===== src/rtl/rr_stream_mux_pkg.sv =====
// Shared constants and helpers for the round-robin stream multiplexer.
package rr_stream_mux_pkg;

  localparam int DEFAULT_NCH = 3;
  localparam int RST_PTR     = 0;

  // Ceiling log2, at least 1 so a 2-channel mux still gets a 1-bit index.
  function automatic int clog2(input int value);
    int r;
    r = 1;
    for (int i = 1; i < 31; i++) begin
      if ((1 << i) < value) r = i + 1;
    end
    return r;
  endfunction

endpackage


===== src/rtl/rr_stream_mux_arbiter.sv =====
// Round-robin arbiter: rotating pointer plus priority encode from the pointer.
// Define RR_STREAM_MUX_FIXED_PRIO_EN for fixed priority (lowest index wins, no pointer).
module rr_arbiter
  import rr_stream_mux_pkg::*;
#(
  parameter int  NCH   = DEFAULT_NCH,
  localparam int SEL_W = clog2(NCH)
) (
  input  logic             clk,
  input  logic             rst,
  input  logic [NCH-1:0]   req,
  input  logic             advance,
  output logic [NCH-1:0]   grant,
  output logic [SEL_W-1:0] gidx
);

  logic [SEL_W-1:0] ptr;

  always_comb begin
    int               j;
    logic             found;
    logic [SEL_W-1:0] idx;
    grant = '0;
    gidx  = '0;
    found = 1'b0;
    j     = 0;
    idx   = '0;
    // Walk the channels starting at the pointer, wrapping past NCH-1.
    for (int k = 0; k < NCH; k++) begin
      j = int'(ptr) + k;
      if (j >= NCH) j = j - NCH;
      idx = SEL_W'(j);
      if (!found && req[idx]) begin
        found      = 1'b1;
        grant[idx] = 1'b1;
        gidx       = idx;
      end
    end
  end

`ifdef RR_STREAM_MUX_FIXED_PRIO_EN
  logic unused_ok;
  assign unused_ok = ^{clk, rst, advance};
  assign ptr       = SEL_W'(RST_PTR);
`else
  logic [SEL_W-1:0] ptr_reg;
  logic [SEL_W-1:0] ptr_next;

  assign ptr_next = (gidx == SEL_W'(NCH - 1)) ? '0 : gidx + 1'b1;

  always_ff @(posedge clk or posedge rst) begin
    if (rst) begin
      ptr_reg <= SEL_W'(RST_PTR);
    end else if (advance) begin
      ptr_reg <= ptr_next;
    end
  end

  assign ptr = ptr_reg;
`endif

endmodule


===== src/rtl/rr_stream_mux.sv =====
// N-channel valid/ready stream mux with round-robin arbitration and one output register stage.
// Define RR_STREAM_MUX_FIXED_PRIO_EN to build the arbiter as fixed priority.
module rr_stream_mux
  import rr_stream_mux_pkg::*;
#(
  parameter int  N     = 32,
  parameter int  NCH   = DEFAULT_NCH,
  localparam int SEL_W = clog2(NCH)
) (
  input  logic             clk,
  input  logic             rst,
  input  logic [NCH*N-1:0] in_data,
  input  logic [NCH-1:0]   in_valid,
  output logic [NCH-1:0]   in_ready,
  output logic [N-1:0]     out_data,
  output logic [SEL_W-1:0] out_sel,
  output logic             out_valid,
  input  logic             out_ready
);

  logic [N-1:0]     ch_data [NCH];
  logic [NCH-1:0]   grant;
  logic [SEL_W-1:0] gidx;
  logic             load;
  logic             advance;

  logic [N-1:0]     out_data_reg;
  logic [SEL_W-1:0] out_sel_reg;
  logic             out_valid_reg;

  generate
    for (genvar gi = 0; gi < NCH; gi++) begin : g_unpack
      assign ch_data[gi] = in_data[gi*N +: N];
    end
  endgenerate

  assign load    = ~out_valid_reg | out_ready;
  assign advance = load & (|grant);

  rr_arbiter #(.NCH(NCH)) u_arb (
    .clk     (clk),
    .rst     (rst),
    .req     (in_valid),
    .advance (advance),
    .grant   (grant),
    .gidx    (gidx)
  );

  // Sources must see no accept while reset is held, even mid-cycle.
  assign in_ready = rst ? '0 : (grant & {NCH{load}});

  always_ff @(posedge clk or posedge rst) begin
    if (rst) begin
      out_valid_reg <= 1'b0;
      out_data_reg  <= '0;
      out_sel_reg   <= '0;
    end else if (load) begin
      if (|grant) begin
        out_valid_reg <= 1'b1;
        out_data_reg  <= ch_data[gidx];
        out_sel_reg   <= gidx;
      end else begin
        out_valid_reg <= 1'b0;
      end
    end
  end

  assign out_data  = out_data_reg;
  assign out_sel   = out_sel_reg;
  assign out_valid = out_valid_reg;

endmodule


===== config.mk =====
export PLATFORM = sky130hd
export DESIGN_NAME = rr_stream_mux
export DESIGN_NICKNAME = d
export VERILOG_FILES = /design/src/rtl/rr_stream_mux_pkg.sv /design/src/rtl/rr_stream_mux_arbiter.sv /design/src/rtl/rr_stream_mux.sv
export SDC_FILE = /design/constraint.sdc
export NUM_CORES = 1
export LEC_CHECK = 0
export BUFFER_PORTS_ARGS = -buffer_cell sky130_fd_sc_hd__buf_2
export CORE_ASPECT_RATIO = 1.75
export CORE_MARGIN = 2
export CORE_UTILIZATION = 45
export DETAILED_ROUTE_END_ITERATION = 8
export HOLD_SLACK_MARGIN = 0.03
export PLACE_DENSITY = 0.83
export SLEW_MARGIN = 5
export SYNTH_ARGS = -nofsm -noshare
export SYNTH_HDL_FRONTEND = slang
export SYNTH_SLANG_ARGS = --single-unit

===== constraint.sdc =====
create_clock -name clk -period 3.4 [get_ports clk]
set_clock_uncertainty 0.15 [all_clocks]
set_input_delay 0.68 -clock clk [delete_from_list [all_inputs] [get_ports clk]]
set_output_delay 0.68 -clock clk [all_outputs]
set_load 0.1 [all_outputs]

* Word-level counts from Yosys, hierarchy flattened
Cells that the tools add are included.
** Word-level totals
- Bits in registers :: 37
- Output and inout port bits :: 38
- Word-level logic and storage cells :: 66
** Operators by class
- Mux-type cells :: 29
- Bitwise operators :: 7
- Reductions and logical operators :: 9
- Equal/unequal tests :: 1
- Order comparisons :: 10
- Add/subtract/negate cells :: 6
** Operators with widths (count)
- 32-bit binary-select mux with 2-bit select :: 1
- 32-bit 2-to-1 mux :: 2
- 2-bit 2-to-1 mux :: 7
- 3-bit 2-to-1 mux :: 4
- 2-bit by 3-bit less-than comparator with 1-bit output, second input constant :: 3
- 1-bit 2-to-1 mux :: 9
- 1-bit binary-select mux with 2-bit select :: 3
- 1-bit demux with 2-bit select :: 3
- 2-bit by 1-bit greater-or-equal comparator with 1-bit output, second input constant :: 3
- 3-bit by 2-bit greater-or-equal comparator with 1-bit output, second input constant :: 2
- 3-bit OR :: 2
- 1-bit logical AND :: 5
- 2-bit by 1-bit subtractor with 2-bit output, second input constant :: 2
- 2-bit by 1-bit adder with 3-bit output, second input constant :: 1
- 2-bit by 2-bit adder with 3-bit output, second input constant :: 1
- 3-bit AND :: 1
- 3-bit greater-or-equal comparator, second input constant :: 1
- 2-bit NOT with 3-bit output :: 1
- 3-bit OR reduction :: 1
- 2-bit by 1-bit adder with 2-bit output, second input constant :: 1
- 2-bit equality test, second input constant :: 1
- 2-bit greater-or-equal comparator, second input constant :: 1
- 1-bit zero test :: 2
- 2-bit AND reduction :: 1
- other kinds (4) :: 4

* Logic depth before layout (Yosys ltp)
- Depth after elaboration :: 15
- Mapped depth :: 11
- Depth with buffers taken out :: 8

* Modules after synthesis
A second synthesis with hierarchy kept.
** Second synthesis, totals
- Cells, all modules :: 211
- Area total of the unflattened synthesis :: 2528.7 um2
** By module, submodules not included
- rr_stream_mux :: cells each 158, sequential area each 875.8 um2, times used 1, area an instance 2107.0 um2
- rr_arbiter :: cells each 53, sequential area each 50.0 um2, times used 1, area an instance 421.7 um2

* Worst setup path before layout
OpenSTA, ideal clock, no wires.
- Path kind :: register to output
- Start :: reg u_arb.ptr_reg[1] (netlist: u_arb.ptr[1])
- End :: out in_ready[0]
- Data required time :: 2570 ps
- Stages on the path, launching flop included :: 8
- Setup slack :: -966 ps
- Arrival time :: 3536 ps
- Path buffers :: 1
- Cell sequence :: dfrtp_1 -> inv_1 -> ha_1 -> buf_6 -> mux2_4 -> a22o_1 -> a32o_2 -> nor3_1
** On the way
- Cells in the longest elaborated chain, start to end :: 13
** Ends and longest elaborated chain
- start, declared :: RTL line rr_stream_mux_arbiter.sv:46 : logic [SEL_W-1:0] ptr_reg;
- start signal, assigned :: RTL line rr_stream_mux_arbiter.sv:53 : ptr_reg <= SEL_W'(RST_PTR);
- start signal, assigned :: RTL line rr_stream_mux_arbiter.sv:55 : ptr_reg <= ptr_next;
- 2-bit by 1-bit adder with 3-bit output (tied with other cells) :: RTL line rr_stream_mux_arbiter.sv:30 : j = int'(ptr) + k;
- 3-bit by 2-bit greater-or-equal comparator with 1-bit output (tied with other cells) :: RTL line rr_stream_mux_arbiter.sv:31 : if (j >= NCH) j = j - NCH;
- 2-bit 2-to-1 mux (tied with other cells) :: RTL line rr_stream_mux_arbiter.sv:31
- 2-bit by 3-bit less-than comparator with 1-bit output (not written as such) (tied with other cells) :: RTL line rr_stream_mux_arbiter.sv:35 : grant[idx] = 1'b1;
- 1-bit logical AND (not written as such) (tied with other cells) :: RTL line rr_stream_mux_arbiter.sv:35
- 1-bit 2-to-1 mux (not written as such) (tied with other cells) :: RTL line rr_stream_mux_arbiter.sv:35
- 1-bit demux with 2-bit select (tied with other cells)
- 3-bit OR (no source line) / 1-bit 2-to-1 mux (equally long branches)
- 3-bit 2-to-1 mux / 1-bit zero test (equally long branches) :: RTL line rr_stream_mux_arbiter.sv:33 : if (!found && req[idx]) begin
- 3-bit OR (no source line) / 1-bit logical AND (equally long branches)
- 3-bit 2-to-1 mux * :: RTL line rr_stream_mux_arbiter.sv:33
- 3-bit AND * :: RTL line rr_stream_mux.sv:50 : assign in_ready = rst ? '0 : (grant & {NCH{load}});
- 3-bit 2-to-1 mux * :: RTL line rr_stream_mux.sv:50
- end, declared :: RTL line rr_stream_mux.sv:14 : output logic [NCH-1:0] in_ready,
Every way passes the cells marked *; elsewhere a longest branch is shown, timed or not. The select of a mux whose other input is x is not followed.

* Worst setup path in the final report
- Start :: reg u_arb.ptr_reg[1] (netlist: u_arb.ptr[1])
- End :: out in_ready[1]
The elaborated chain is that of the path after synthesis.

==> impl_metrics.toml <==
[run_status]
outcome = "finished clean"

[detailed_routing]
detail_route.iter0.violations = 308
num_vias = 3012
wl_per_cell_um = 16.7
wl_um = 8820
drt-pass1-iter-count = 4
drt-vias-per-instance = 5.69
post-route-drc-count = 0
antenna_nets_post_route = 0

[timing]
fin_tns_setup_ns = 0
worst_pin_slew_ns = 0.725
f_max_mhz = 311
final-hold-violation-count = 0
final.period_utilization = 0.947
relSlewSlack = 0.516
total_setup_violations_reported_at_the_end_of_the_flow = 0
timing.final.max_slew_violations = 0
setup_repair_after_global_routing_missed_its_margin = "false"
final_period_minus_worst_setup_slack_ns = 3.22

[setup_path]
crit_required_ns = 2.57
r2r_cells = 8
crit-reg2reg-capture = "out_data[27]"
r2r_start = "u_arb.ptr[1]"
startpoint_type = "flop"
path_class = "flop to output port"
crit_path_max_fanout = 8
cp.arrival_ns = 2.39
reg2reg_setup_slack_ns = 0.51
timing.critical_path.to_type = "output port"

[clock_tree]
cts-buffers-inserted = 5
cts_max_path_buffers = 2
tritoncts = "built"
cts_resized = 0
clock_insertion_delay_worst_skew_ns = 0.29
cts_hold_repair.buffers = 0
tritoncts_num_sinks = 37
cts_root_cell = "clkbuf_8"
postCtsSetupBuffers = 0
path_clk_slew_ns = 0.08
cts_htree_levels = 2

[yosys]
post_synth_design_cell_area_mm2 = 0.00279
synthArstFlopShare = 1.00
synthDominantCellAreaShare = 0.332
synthesis.nets = 423
seq_area_frac_synth = 0.332
cells_after_synth = 317
synth_top_cells_by_count = "37 x dfrtp_1, 37 x inv_1, 36 x nand2_1, 34 x o21ai_0, 32 x nor2_1"
synth.area.top_cells = "dfrtp_1 33%, o32ai_2 16%, a211oi_1 8.3%"
synth.avg_cell_area_um2 = 8.79
synth_cell_types = 39
postSynthRegisterBits = 37
postSynth.topFlopCell = "dfrtp_1"
yosysWarnings = 0
synth_top_cell_by_area = "dfrtp_1"
synth_enable_flop_cells = 0

[hold_path]
worst_hold_startpoint = "out_sel[0]"
hold-path-endpoint = "out_sel[0]"
min_path_cells = 1
hold_path_class = "flop to flop"

[final_layout]
multi_input_comb_area_mm2 = 0.00160
antenna_cells = 0
seqCellArea_um2 = 926
fillers = 566
syn2layout_area_growth_pct = 32.3
drive_above_1_share = 0.448
largest_register_ffs = 32
finalNetCount = 554

[place]
hpwl_dp_um = 6580
globalplace.congestion = 0.865
port_buffers = 139

[die]
fp.coreArea_mm2 = 0.00609
initial_utilization = 0.458
die_height_um = 108
die_w_um = 63.5
io_pins = 140
num_rows = 38
dieArea_mm2 = 0.00687

[grt]
global_route.usage.total = 0.258
global_route_wire_length_before_repair_um = 14100
grt_start_max_net_pins = 35
globalRoute.totalOverflow = 0
antenna_found_initial = 0
via_count_of_the_first_global_routing_pass = 3061

[run]
cap_viol_max_count = 0
placed cells by master, fill, tap and decap left out, drive strengths merged, types with 6 or more instances in the layout:
cell type | netlist | final
o32ai | 32 | 32
mux2i | 6 | 6
nor2 | 32 | 32
inv | 38 | 38
a211oi | 31 | 31
clkbuf | 16 | 7
nand2 | 36 | 36
dfrtp | 37 | 37
a21oi | 6 | 6
buf | 13 | 152
o21ai | 34 | 34
cell type report:
cell class / instances / share of cell area
inverters: 38 / 0.0387
clock inverters: 2 / 0.00271
repair buffers: 153 / 0.226
well taps: 80 / 0.0271
multi-input cells: 213 / 0.435
flip-flops and latches: 37 / 0.251
clock buffers: 6 / 0.0197
metrics by stage:
stage / setup WS, ns / cell area (um^2) / instances / hold slack, ns / utilization
floorplan: 0.313 / 2820 / 317 / 0.410 / -
global placement: 0.402 / 3600 / 521 / 0.320 / 0.591
detailed placement: 0.335 / 3600 / 521 / 0.344 / 0.591
CTS: 0.00158 / 3680 / 529 / 0.365 / 0.605
global route: 0.0398 / 3690 / 529 / 0.386 / 0.606
finish: 0.182 / 3690 / 529 / 0.366 / 0.606
worst max-delay path by stage:
stage          cells after the start          from  slack (ns)          end
2_1_floorplan                      7  u_arb.ptr[1]        0.31  in_ready[0]
3_3_place_gp                       8   in_valid[2]        0.40  in_ready[1]
3_5_place_dp                       8  u_arb.ptr[1]        0.33  in_ready[1]
4_1_cts                            8  u_arb.ptr[1]       0.002  in_ready[1]
5_1_grt                            9  u_arb.ptr[1]        0.04  in_ready[1]
6_report                           8  u_arb.ptr[1]        0.18  in_ready[1]
layer usage:
metal	part of all wire	up-vias	track usage
met5	0	-	0
met1	0.37	1462	0.286
met4	0.029	0	0.121
li1	-	1392	-
met2	0.55	137	0.481
met3	0.048	21	0.0312
critical path, stage by stage (launching register included):
cell      delay, ns
dfrtp_1        0.41
inv_1          0.11
ha_2           0.27
mux2_4         0.35
a21boi_2       0.24
mux2i_1        0.11
buf_4          0.16
nor3_4         0.10
clkbuf_4       0.35
cell families (layout without fill, tap and decap cells):
kind of cell,Yosys count,after routing,synth area share
buffers and inverters,67,199,0.110
DFF,37,37,0.332
adders and majority gates,4,4,0.0180
AOI/OAI and AO/OA,115,115,0.375
muxes,8,8,0.0310
and+or+nand+nor,86,86,0.134
Power is left out: the tool's default activity adds up to more than one toggle a clock period on the data nets, which glitch-free logic cannot reach.
